## config.mk

```make
export PLATFORM = sky130hd
export DESIGN_NAME = fetch_stage
export DESIGN_NICKNAME = d
export VERILOG_FILES = /design/src/rtl/fetch_stage.sv
export SDC_FILE = /design/constraint.sdc
export NUM_CORES = 1
export LEC_CHECK = 0
export BUFFER_PORTS_ARGS = -buffer_cell sky130_fd_sc_hd__buf_2
export CELL_PAD_IN_SITES_DETAIL_PLACEMENT = 1
export CELL_PAD_IN_SITES_GLOBAL_PLACEMENT = 1
export CORE_AREA = 2 2 118 120
export DETAILED_ROUTE_END_ITERATION = 8
export DIE_AREA = 0 0 120 122
export PLACE_DENSITY = 0.94
export SETUP_SLACK_MARGIN = 0.15
export SLEW_MARGIN = 10
export SYNTH_ARGS = -nofsm -noshare
export SYNTH_HDL_FRONTEND = slang
export SYNTH_SLANG_ARGS = --single-unit
```

## constraint.sdc

```tcl
create_clock -name CLK -period 2.9 [get_ports CLK]
set_input_delay 0.58 -clock CLK [delete_from_list [all_inputs] [get_ports CLK]]
set_output_delay 0.58 -clock CLK [all_outputs]
set_load 0.01 [all_outputs]
```

## src/rtl/fetch_stage.sv

```systemverilog
// Instruction-fetch stage: owns the PC, issues imem reads, buffers one instruction while frozen.
// Optional counters fetch_count/stall_count exist only when FETCH_STATS_EN is defined.
module fetch_stage #(
  parameter logic [31:0] PC_INIT = 32'h0000_0000
) (
  input  logic        CLK,
  input  logic        nRST,
  input  logic        ihit,
  input  logic [31:0] imemload,
  input  logic        freeze,
  input  logic        redirect,
  input  logic [31:0] redirect_pc,
  input  logic        halt,
  output logic        imemREN,
  output logic [31:0] imemaddr,
  output logic [31:0] instr,
  output logic [31:0] NPC,
  output logic        instr_valid
`ifdef FETCH_STATS_EN
  ,
  output logic [31:0] fetch_count,
  output logic [31:0] stall_count
`endif
);

  localparam logic [1:0] S_FETCH  = 2'd0;
  localparam logic [1:0] S_HOLD   = 2'd1;
  localparam logic [1:0] S_HALTED = 2'd2;

  logic [1:0]  r_state;
  logic [31:0] r_pc;
  logic [31:0] r_buf_instr;
  logic [31:0] r_buf_npc;

  logic [31:0] w_pc_plus4;
  logic [31:0] w_redirect_target;
  logic        w_from_buf;
  logic        w_instr_valid;

  assign w_pc_plus4        = r_pc + 32'd4;
  assign w_redirect_target = redirect_pc & ~32'h3;
  assign w_from_buf        = (r_state != S_FETCH);

  // nRST gating keeps a stray ihit from looking like a valid fetch during reset.
  assign w_instr_valid = nRST && !halt && !redirect &&
                         ((r_state == S_FETCH) ? ihit : (r_state == S_HOLD));

  assign imemREN     = (r_state == S_FETCH);
  assign imemaddr    = r_pc;
  assign instr       = w_from_buf ? r_buf_instr : imemload;
  assign NPC         = w_from_buf ? r_buf_npc   : w_pc_plus4;
  assign instr_valid = w_instr_valid;

  always_ff @(posedge CLK or negedge nRST) begin
    if (!nRST) begin
      r_state     <= S_FETCH;
      r_pc        <= PC_INIT;
      r_buf_instr <= 32'd0;
      r_buf_npc   <= 32'd0;
    end else if (r_state != S_HALTED) begin
      if (halt) begin
        r_state <= S_HALTED;
      end else if (redirect) begin
        r_pc    <= w_redirect_target;
        r_state <= S_FETCH;
      end else if (r_state == S_HOLD) begin
        if (!freeze) r_state <= S_FETCH;
      end else if (ihit) begin
        // The PC advances even when frozen; the buffer remembers the captured NPC.
        r_pc <= w_pc_plus4;
        if (freeze) begin
          r_buf_instr <= imemload;
          r_buf_npc   <= w_pc_plus4;
          r_state     <= S_HOLD;
        end
      end
    end
  end

`ifdef FETCH_STATS_EN
  logic [31:0] r_fetch_count;
  logic [31:0] r_stall_count;
  logic        w_transfer;
  logic        w_stall;

  assign w_transfer = w_instr_valid && !freeze;
  assign w_stall    = ((r_state == S_FETCH) && !ihit) || (w_instr_valid && freeze);

  always_ff @(posedge CLK or negedge nRST) begin
    if (!nRST) begin
      r_fetch_count <= 32'd0;
      r_stall_count <= 32'd0;
    end else if (r_state != S_HALTED) begin
      if (w_transfer && (r_fetch_count != 32'hFFFF_FFFF)) r_fetch_count <= r_fetch_count + 32'd1;
      if (w_stall && (r_stall_count != 32'hFFFF_FFFF))    r_stall_count <= r_stall_count + 32'd1;
    end
  end

  assign fetch_count = r_fetch_count;
  assign stall_count = r_stall_count;
`endif

endmodule

```

==> results summary, run 1 <==
The combined global-route utilization of all metal layers came out at 0.242. The buffer depth of the longest clock path came out at 2. The remaining max-slew budget at the tightest pin came out at 0.532. In this run, the number of DRC markers left after iteration 0 of detailed routing was around 330. The first global-routing pass estimated between 20 and 30 mm of wire.

The congestion estimate from routability-driven global placement came to 0.787. The worst path required time came out at between 2 and 2.5 ns. The top fanout value on the critical path is 6.

The width of the chip is between 100 and 150 um. The setup path with the least slack is of type flip-flop to output pin. After floorplanning, the core was sized to cover 0.0135 mm^2. The tightest min-delay check is of the input port to async pin type.

The count of endpoints failing setup in the final report came out at 0. The number of buffer cells added on primary ports came out at roughly 160. The count of flip-flops with a built-in enable after synthesis came out at 0. The total count of hold-check failures in the final report is 0. The final antenna-violating net count is 0. The reported leakage power came out at 3.44 nW. The worst setup path is captured at an output pin. Setup repair after global routing could not meet its margin everywhere.

For the worst-skew pair, the clock arrives at the later sink with an insertion delay of roughly 0.35 ns. The sequential element share of the synthesized area came out at 0.431. The repair_antennas step left the layout with diodes totalling 0. The total wire length after detailed routing is 18.7 mm. CTS placed an instance of clkbuf_16 at the clock tree root.

The clock sink count came out at 94. Tracing the worst setup path back leads to its startpoint at imemaddr[3]$_DFFE_PN0P_. Compared with the post-synthesis result, the final layout area differs by 31.5%.

The maximum level of the CTS H-tree came out at 3. The library cell used most frequently in the layout, excluding fill and tap cells, is buf_2. STA classifies the critical path startpoint as a flip-flop. Using the TritonRoute via totals, the vias-per-cell ratio works out to 5.66.

In the layout the commonest cells are buf_2 (160), dfrtp_1 (81), mux2_2 (66). Data arrives at the worst endpoint at roughly 2.3 ns. The core occupancy in the finished layout came out at 0.532. Total power for the finished layout comes to between 3 and 4 mW.

The number of antenna violations at the first check in global routing came out at 0. The final max-slew violation count is 0. The flow ran to the end, and the final reports show no timing, DRC or antenna violations. The share of async-settable or async-resettable flops after synthesis came out at 1.00. The maximum achievable frequency is 348 MHz. The initial cell density of the core is 0.405.

The floorplan has 43 rows. Power spread over the standard cell area amounts to just under 500 mW/mm^2. The total iterations of the first detailed-routing run came out at 5. The number of buffers created by CTS is 9.

In the synthesized netlist the dominant register cell turns out to be dfrtp_1. The die covers 0.0146 mm^2. The TritonCTS clock tree is done. The cell area after synthesis is 0.00546 mm^2. The largest vdd supply drop came out at 266 uV. The layout net count is between 800 and 900. Synthesis inferred 94 register bits. Entering global routing, the biggest net connects 95 pins. The warning count from the yosys run is 0. The boundary pin count came out at between 150 and 200.

The critical register-to-register path startpoint is imemaddr[3]$_DFFE_PN0P_. The average wire length per cell after detail routing came out at 19.8 um. The post-cts hold buffer count is 0. The clock-pin transition on the worst setup and hold timing paths is 0.07 ns.

The setup skew after layout is around 0.012 ns. The total grt overflow came out at 0. Dividing the synthesized area by the synthesized cell count gives 9.27 um^2. The via count of the first global-routing pass is 5,275. The proportion of layout cells with a drive suffix above 1 came out at 0.436. The number of violations of the max-capacitance limit came out at 0. The final period utilization came out at 0.990.

The total number of vias came out at 5,342. The actual slew at the worst max-slew pin is 0.701 ns. Synthesis handed over a netlist of 589 instances.

After synthesis, the netlist uses 52 different library cells. The detailed placement HPWL came out at 12.2 mm. The y dimension of the die is 122 um.

The time the worst path needs with I/O delays and setup came out at 2.87 ns. The remaining design rule violation count is 0.
repair_timing:
item | in CTS | in global routing
pin swaps | 3 | 6
gates resized for setup | 27 | 13
setup buffers | 8 | 15
endpoints found under the setup margin | 23 | 31
cloned | 0 | 1
registers in the layout, summed over array words and instances (netlist names):
name / count
r_state: 2
r_buf_npc: 30
r_buf_instr: 32
imemaddr: 30
kinds of logic after synthesis:
kind of cell | after synthesis | share of synthesized area
AOI/OAI and AO/OA | 146 | 0.149
xor gates and xnor gates | 28 | 0.0449
adders and majority gates | 1 | 0.00229
buffers and inverters | 55 | 0.0470
DFF | 94 | 0.431
muxes | 68 | 0.140
other | 1 | 0.000686
and+or+nand+nor | 196 | 0.186
power by group:
part / switching (mW) / internal [mW] / leakage [nW]
logic: 0.318 / 0.239 / 2.04
registers: 0.112 / 1.38 / 1.22
clock network: 0.546 / 0.935 / 0.176
total: 0.976 / 2.56 / 3.44
metal layers:
metal / track usage / vias up / wire, um
met1: 0.316 / 2653 / 8030
met3: 0.0412 / 29 / 1090
met5: 0 / - / 0
met2: 0.405 / 225 / 9160
met4: 0.0868 / 0 / 419
li1: - / 2435 / -
worst paths after layout:
check	endpoint	slack, ns	cells past startpoint
max	NPC[10]	0.03	8
min	r_buf_instr[27]$_DFFE_PN0P_	0.31	2
max reg2reg	imemaddr[24]$_DFFE_PN0P_	0.62	8
min reg2reg	r_buf_npc[9]$_DFFE_PN0P_	0.48	2
max in group asynchronous	imemaddr[14]$_DFFE_PN0P_	2.18	2
min in group CLK	r_state[1]$_DFFE_PN0P_	0.48	2
Yosys cell counts (all sizes together) (2+ instances only):
| master | n | share of area |
|---|---|---|
| o21a | 4 | 0.0055 |
| a31o | 2 | 0.0032 |
| mux2i | 2 | 0.0037 |
| nand2b | 2 | 0.0023 |
| nor2 | 55 | 0.038 |
| nor4 | 11 | 0.018 |
| and4 | 3 | 0.0048 |
| inv | 6 | 0.0041 |
| a41o | 2 | 0.0037 |
| buf | 25 | 0.026 |
| and2 | 4 | 0.0046 |
| xor2 | 15 | 0.024 |
| nor3 | 4 | 0.0037 |
| a21o | 2 | 0.0027 |
| a31oi | 4 | 0.0046 |
| or4 | 6 | 0.0082 |
| xnor2 | 13 | 0.021 |
| o21ai | 52 | 0.048 |
| a22oi | 3 | 0.0041 |
| nand2 | 55 | 0.038 |
| dfrtp | 94 | 0.43 |
| mux2 | 66 | 0.14 |
| a21oi | 60 | 0.055 |
| nand4 | 10 | 0.018 |
| and3 | 9 | 0.010 |
| nand3 | 32 | 0.030 |
| a2bb2oi | 2 | 0.0032 |
| clkbuf | 24 | 0.017 |
| o22a | 2 | 0.0032 |
| o22ai | 8 | 0.0092 |
critical path: stages, from the launching register on:
cell,delay (ns)
dfrtp_2,0.43
ha_4,0.19
nand4_1,0.24
buf_4,0.23
buf_4,0.13
nor2_1,0.21
xnor2_1,0.24
a21oi_1,0.13
buf_2,0.15
layout make-up:
cell class | count | area [um^2]
Fill cell | 1604 | 6320
Multi-Input combinational cell | 443 | 3010
Sequential cell | 94 | 2370
Inverter | 6 | 22.5
Tap cell | 180 | 225
Clock inverter | 7 | 145
Clock buffer | 9 | 225
Timing Repair Buffer | 205 | 1190
per-stage QoR:
stage	cells	instance area [um^2]	worst slack [ns]	hold slack, ns	setup TNS, ns
2_1_floorplan	592	5470	0.497	0.284	0
3_3_place_gp	904	6460	0.330	0.461	0
3_5_place_dp	904	6460	0.264	0.471	0
4_1_cts	928	6980	0.148	0.333	0
5_1_grt	944	7180	-0.0149	0.356	-0.0149
6_report	944	7180	0.0281	0.308	0
No activity file was read; power rests on OpenSTA's default activity.
==> run 2, diff against run 1 <==
--- a/config.mk
+++ b/config.mk
@@ -8,10 +8,11 @@
 export BUFFER_PORTS_ARGS = -buffer_cell sky130_fd_sc_hd__buf_2
 export CELL_PAD_IN_SITES_DETAIL_PLACEMENT = 1
 export CELL_PAD_IN_SITES_GLOBAL_PLACEMENT = 1
-export CORE_AREA = 2 2 118 120
+export CORE_AREA = 2 2 151 153
 export DETAILED_ROUTE_END_ITERATION = 8
-export DIE_AREA = 0 0 120 122
-export PLACE_DENSITY = 0.94
+export DIE_AREA = 0 0 153 155
+export PLACE_DENSITY = 0.65
+export RECOVER_POWER = 100
 export SETUP_SLACK_MARGIN = 0.15
 export SLEW_MARGIN = 10
 export SYNTH_ARGS = -nofsm -noshare
==> run 2 against run 1 <==
  * The run now ends with max-capacitance violations, max-slew violations left
  * Highest routed layer unchanged
  * Routed wire length fell by 2.5%
  * Clock skew fell by 0.0017 ns
  * Worst setup slack improved by 0.11 ns
  * Clock power fell by 24%
  * First-iteration DRC count fell by 30%
  * Power fell by 11%
  * Maximum frequency rose by 4.1%
  * Critical endpoint is now instr[18]
  * Non-clock buffer count rose by 12
  * Die area rose by 62%
  * Clock-buffer cell count rose by 3
  * Critical path depth fell by 3
==> results summary, run 2 (synthesis gave the netlist of run 1 again) <==
The commonest non-fill, non-tap cell in the layout is buf_2 (unchanged). The clock sink count is 94 (unchanged). The reg2reg setup slack came to 0.52 ns (was 0.62 ns).

The top fanout value on the critical path came out at 18 (was 6). The number of buffers created by CTS is 9 (unchanged). The post-cts hold buffer count is 0 (unchanged). The number of buffer cells added on primary ports came to 161 (unchanged). The relative area change from synthesis to final layout came to 31.7% (was 31.5%). The startpoint type of the worst setup path is a flip-flop (unchanged). The count of routing violations after the opening detailed-route iteration was 232 (was 333). The final hold slack is 0.476 ns (was 0.308 ns). The reported leakage power is 3.28 nW (was 3.44 nW).

The final period utilization came out at 0.951 (was 0.990). The area used by sequential logic in the layout came out at 0.00236 mm^2 (was 0.00237 mm^2). The largest vdd supply drop came out at 188 uV (was 266 uV). The number of violations of the max-capacitance limit came out at 2 (was 0).

The flip-flop count of the largest register after layout is 32 (unchanged). The total number of vias is 5,078 (was 5,342). List of cells traversed by the critical path: or2_2, inv_8, buf_4, mux2_2, clkbuf_1 (was ha_4, nand4_1, buf_4, buf_4, nor2_1, xnor2_1, a21oi_1, buf_2).

The power per standard cell area is 438 mW/mm^2 (was 492 mW/mm^2). The remaining design rule violation count came to 0 (unchanged). The via count of the first global-routing pass is 4,925 (was 5,275). The register with the most flip-flops was r_buf_instr (unchanged). The endpoint type of the worst setup path is an output pin (unchanged). The layout net count came out at 842 (was 830). The TritonCTS clock tree was done (unchanged).

The count of antenna diodes in the layout came out at 0 (unchanged). The row count was 55 (was 43). The aggregate negative setup slack came out at 0 ns (unchanged). The area of the placeable core is 0.0222 mm^2 (was 0.0135 mm^2). The type of the tightest min-delay check is input port to flip-flop (was input port to async pin). The y dimension of the die came out at 155 um (was 122 um). The number of fillers in the final layout is 2,648 (was 1,604). The proportion of layout cells with a drive suffix above 1 is 0.357 (was 0.436). The combined global-route utilization of all metal layers is 0.148 (was 0.242).

The detailed placement HPWL is 13.0 mm (was 12.2 mm). The maximum achievable frequency is 363 MHz (was 348 MHz). The total grt overflow was 0 (unchanged). The count of endpoints failing setup in the final report came to 0 (unchanged). The number of antenna violations at the first check in global routing came out at 0 (unchanged). RSZ-0062 raised after global routing: true (unchanged). Highest-count cells in the layout ignoring fill and taps: buf_2 (113), dfrtp_1 (88), mux2_2 (65) (was buf_2 (160), dfrtp_1 (81), mux2_2 (66)). The vias per cell came to 4.79 (was 5.66). The buffer depth of the longest clock path came out at 2 (unchanged). The cell at the root of the clock tree is clkbuf_16 (unchanged). The highest-delay cell along the critical path is dfrtp_1 (was dfrtp_2).

The checks that failed: max-capacitance violations, max-slew violations. The routability-driven placement congestion ratio came to 0.781 (was 0.787). The data arrival time at the worst-slack endpoint is 2.18 ns (was 2.29 ns). The remaining max-slew budget at the tightest pin came out at -0.383 (was 0.532). The clock latency reported for the late side of the worst-skew pair was 0.35 ns (about the same). The initial cell density of the core is 0.246 (was 0.405). The actual slew at the worst max-slew pin came out at 2.07 ns (was 0.701 ns). The largest net degree at the start of global routing came to 92 (was 95). The delay of the slowest critical-path stage came out at 0.45 ns (was 0.43 ns).

The startpoint-to-endpoint class of the critical path is flip-flop to output pin (unchanged). The final antenna-violating net count came out at 0 (unchanged). The total wire length after detailed routing is 18.2 mm (was 18.7 mm). The time the worst path needs with I/O delays and setup is 2.76 ns (was 2.87 ns). Outcome: complete, but fails checks (was finished clean). The total count of hold-check failures in the final report is 0 (unchanged). The final max-slew violation count came out at 96 (was 0). The maximum level of the CTS H-tree is 3 (unchanged). The multi-input combinational cell area is 0.00301 mm^2 (about the same). The global-route wire length before repair is 27.8 mm (about the same). The worst path required time came out at 2.32 ns (about the same). The clock-pin transition on the worst setup and hold timing paths is 0.07 ns (about the same). The setup skew after layout is 0.0102 ns (was 0.0119 ns). The average wire length per cell after detail routing was 17.2 um (was 19.8 um). The total iterations of the first detailed-routing run is 4 (was 5). The total die area is 0.0237 mm^2 (was 0.0146 mm^2). The boundary pin count came out at 168 (unchanged). The width of the chip came to 153 um (was 120 um).
run 2: cell types whose count changed in the layout (fill, tap and decap cells not counted), sizes merged:
cell,change
bufinv,-4
inv,-1
buf,-50
clkinv,+2
clkbuf,+65
run 2: area by class of cell:
class,instances,area share
sequential,94,0.328
timing repair buffer,217,0.162
inverter,6,0.00417
tap,285,0.0496
multi-input combinational,443,0.418
clock inverter,4,0.00313
clock buffer,12,0.0343
run 2: metal layers:
layer / vias to the layer above / global-route usage / wire [um]
li1: 2453 / - / -
met1: 2467 / 0.211 / 8880
met2: 146 / 0.227 / 8240
met3: 12 / 0.0323 / 925
met4: 0 / 0.0388 / 182
met5: - / 0 / 0
run 2: worst paths after layout:
path	from	end	depth (start not counted)
worst min-delay path	imemload[30]	r_buf_instr[30]$_DFFE_PN0P_	2
worst max register to register	r_state[1]$_DFFE_PN0P_	r_buf_instr[17]$_DFFE_PN0P_	5
worst min register to register	r_buf_npc[30]$_DFFE_PN0P_	r_buf_npc[30]$_DFFE_PN0P_	2
min in group asynchronous	nRST	r_buf_npc[15]$_DFFE_PN0P_	2
max in group asynchronous	nRST	r_buf_instr[1]$_DFFE_PN0P_	2
worst max-delay path	r_state[1]$_DFFE_PN0P_	instr[18]	5
run 2: what timing repair did:
| item | in CTS | in global routing |
|---|---|---|
| resized for setup | 22 | 24 |
| cloned | 0 | 2 |
| setup endpoints to repair | 54 | 55 |
| pin swaps | 3 | 6 |
| buffers inserted | 10 | 18 |
run 2: where the power goes:
group	leakage, nW	switching (mW)	internal, mW
logic	1.92	0.318	0.232
clock network	0.132	0.527	0.603
registers	1.23	0.0901	1.38
total	3.28	0.935	2.22
run 2: worst max-delay path, delay by kind of cell, from the launching register on:
| kind | cells | cell delay (ns) |
|---|---|---|
| AND/OR/NAND/NOR | 1 | 0.41 |
| buffers and inverters | 3 | 0.58 |
| flip-flops | 1 | 0.45 |
| multiplexers | 1 | 0.37 |
run 2: through the flow:
stage	utilization	std cells	setup WS, ns	instance area, um^2	total power, mW
5_1_grt	0.324	1061	0.0512	7190	3.32
4_1_cts	0.318	1041	0.0968	7070	3.17
3_3_place_gp	0.299	1015	0.273	6640	1.99
3_5_place_dp	0.299	1015	0.263	6640	2.00
2_1_floorplan	-	592	0.497	5470	1.74
6_report	0.324	1061	0.142	7190	3.15
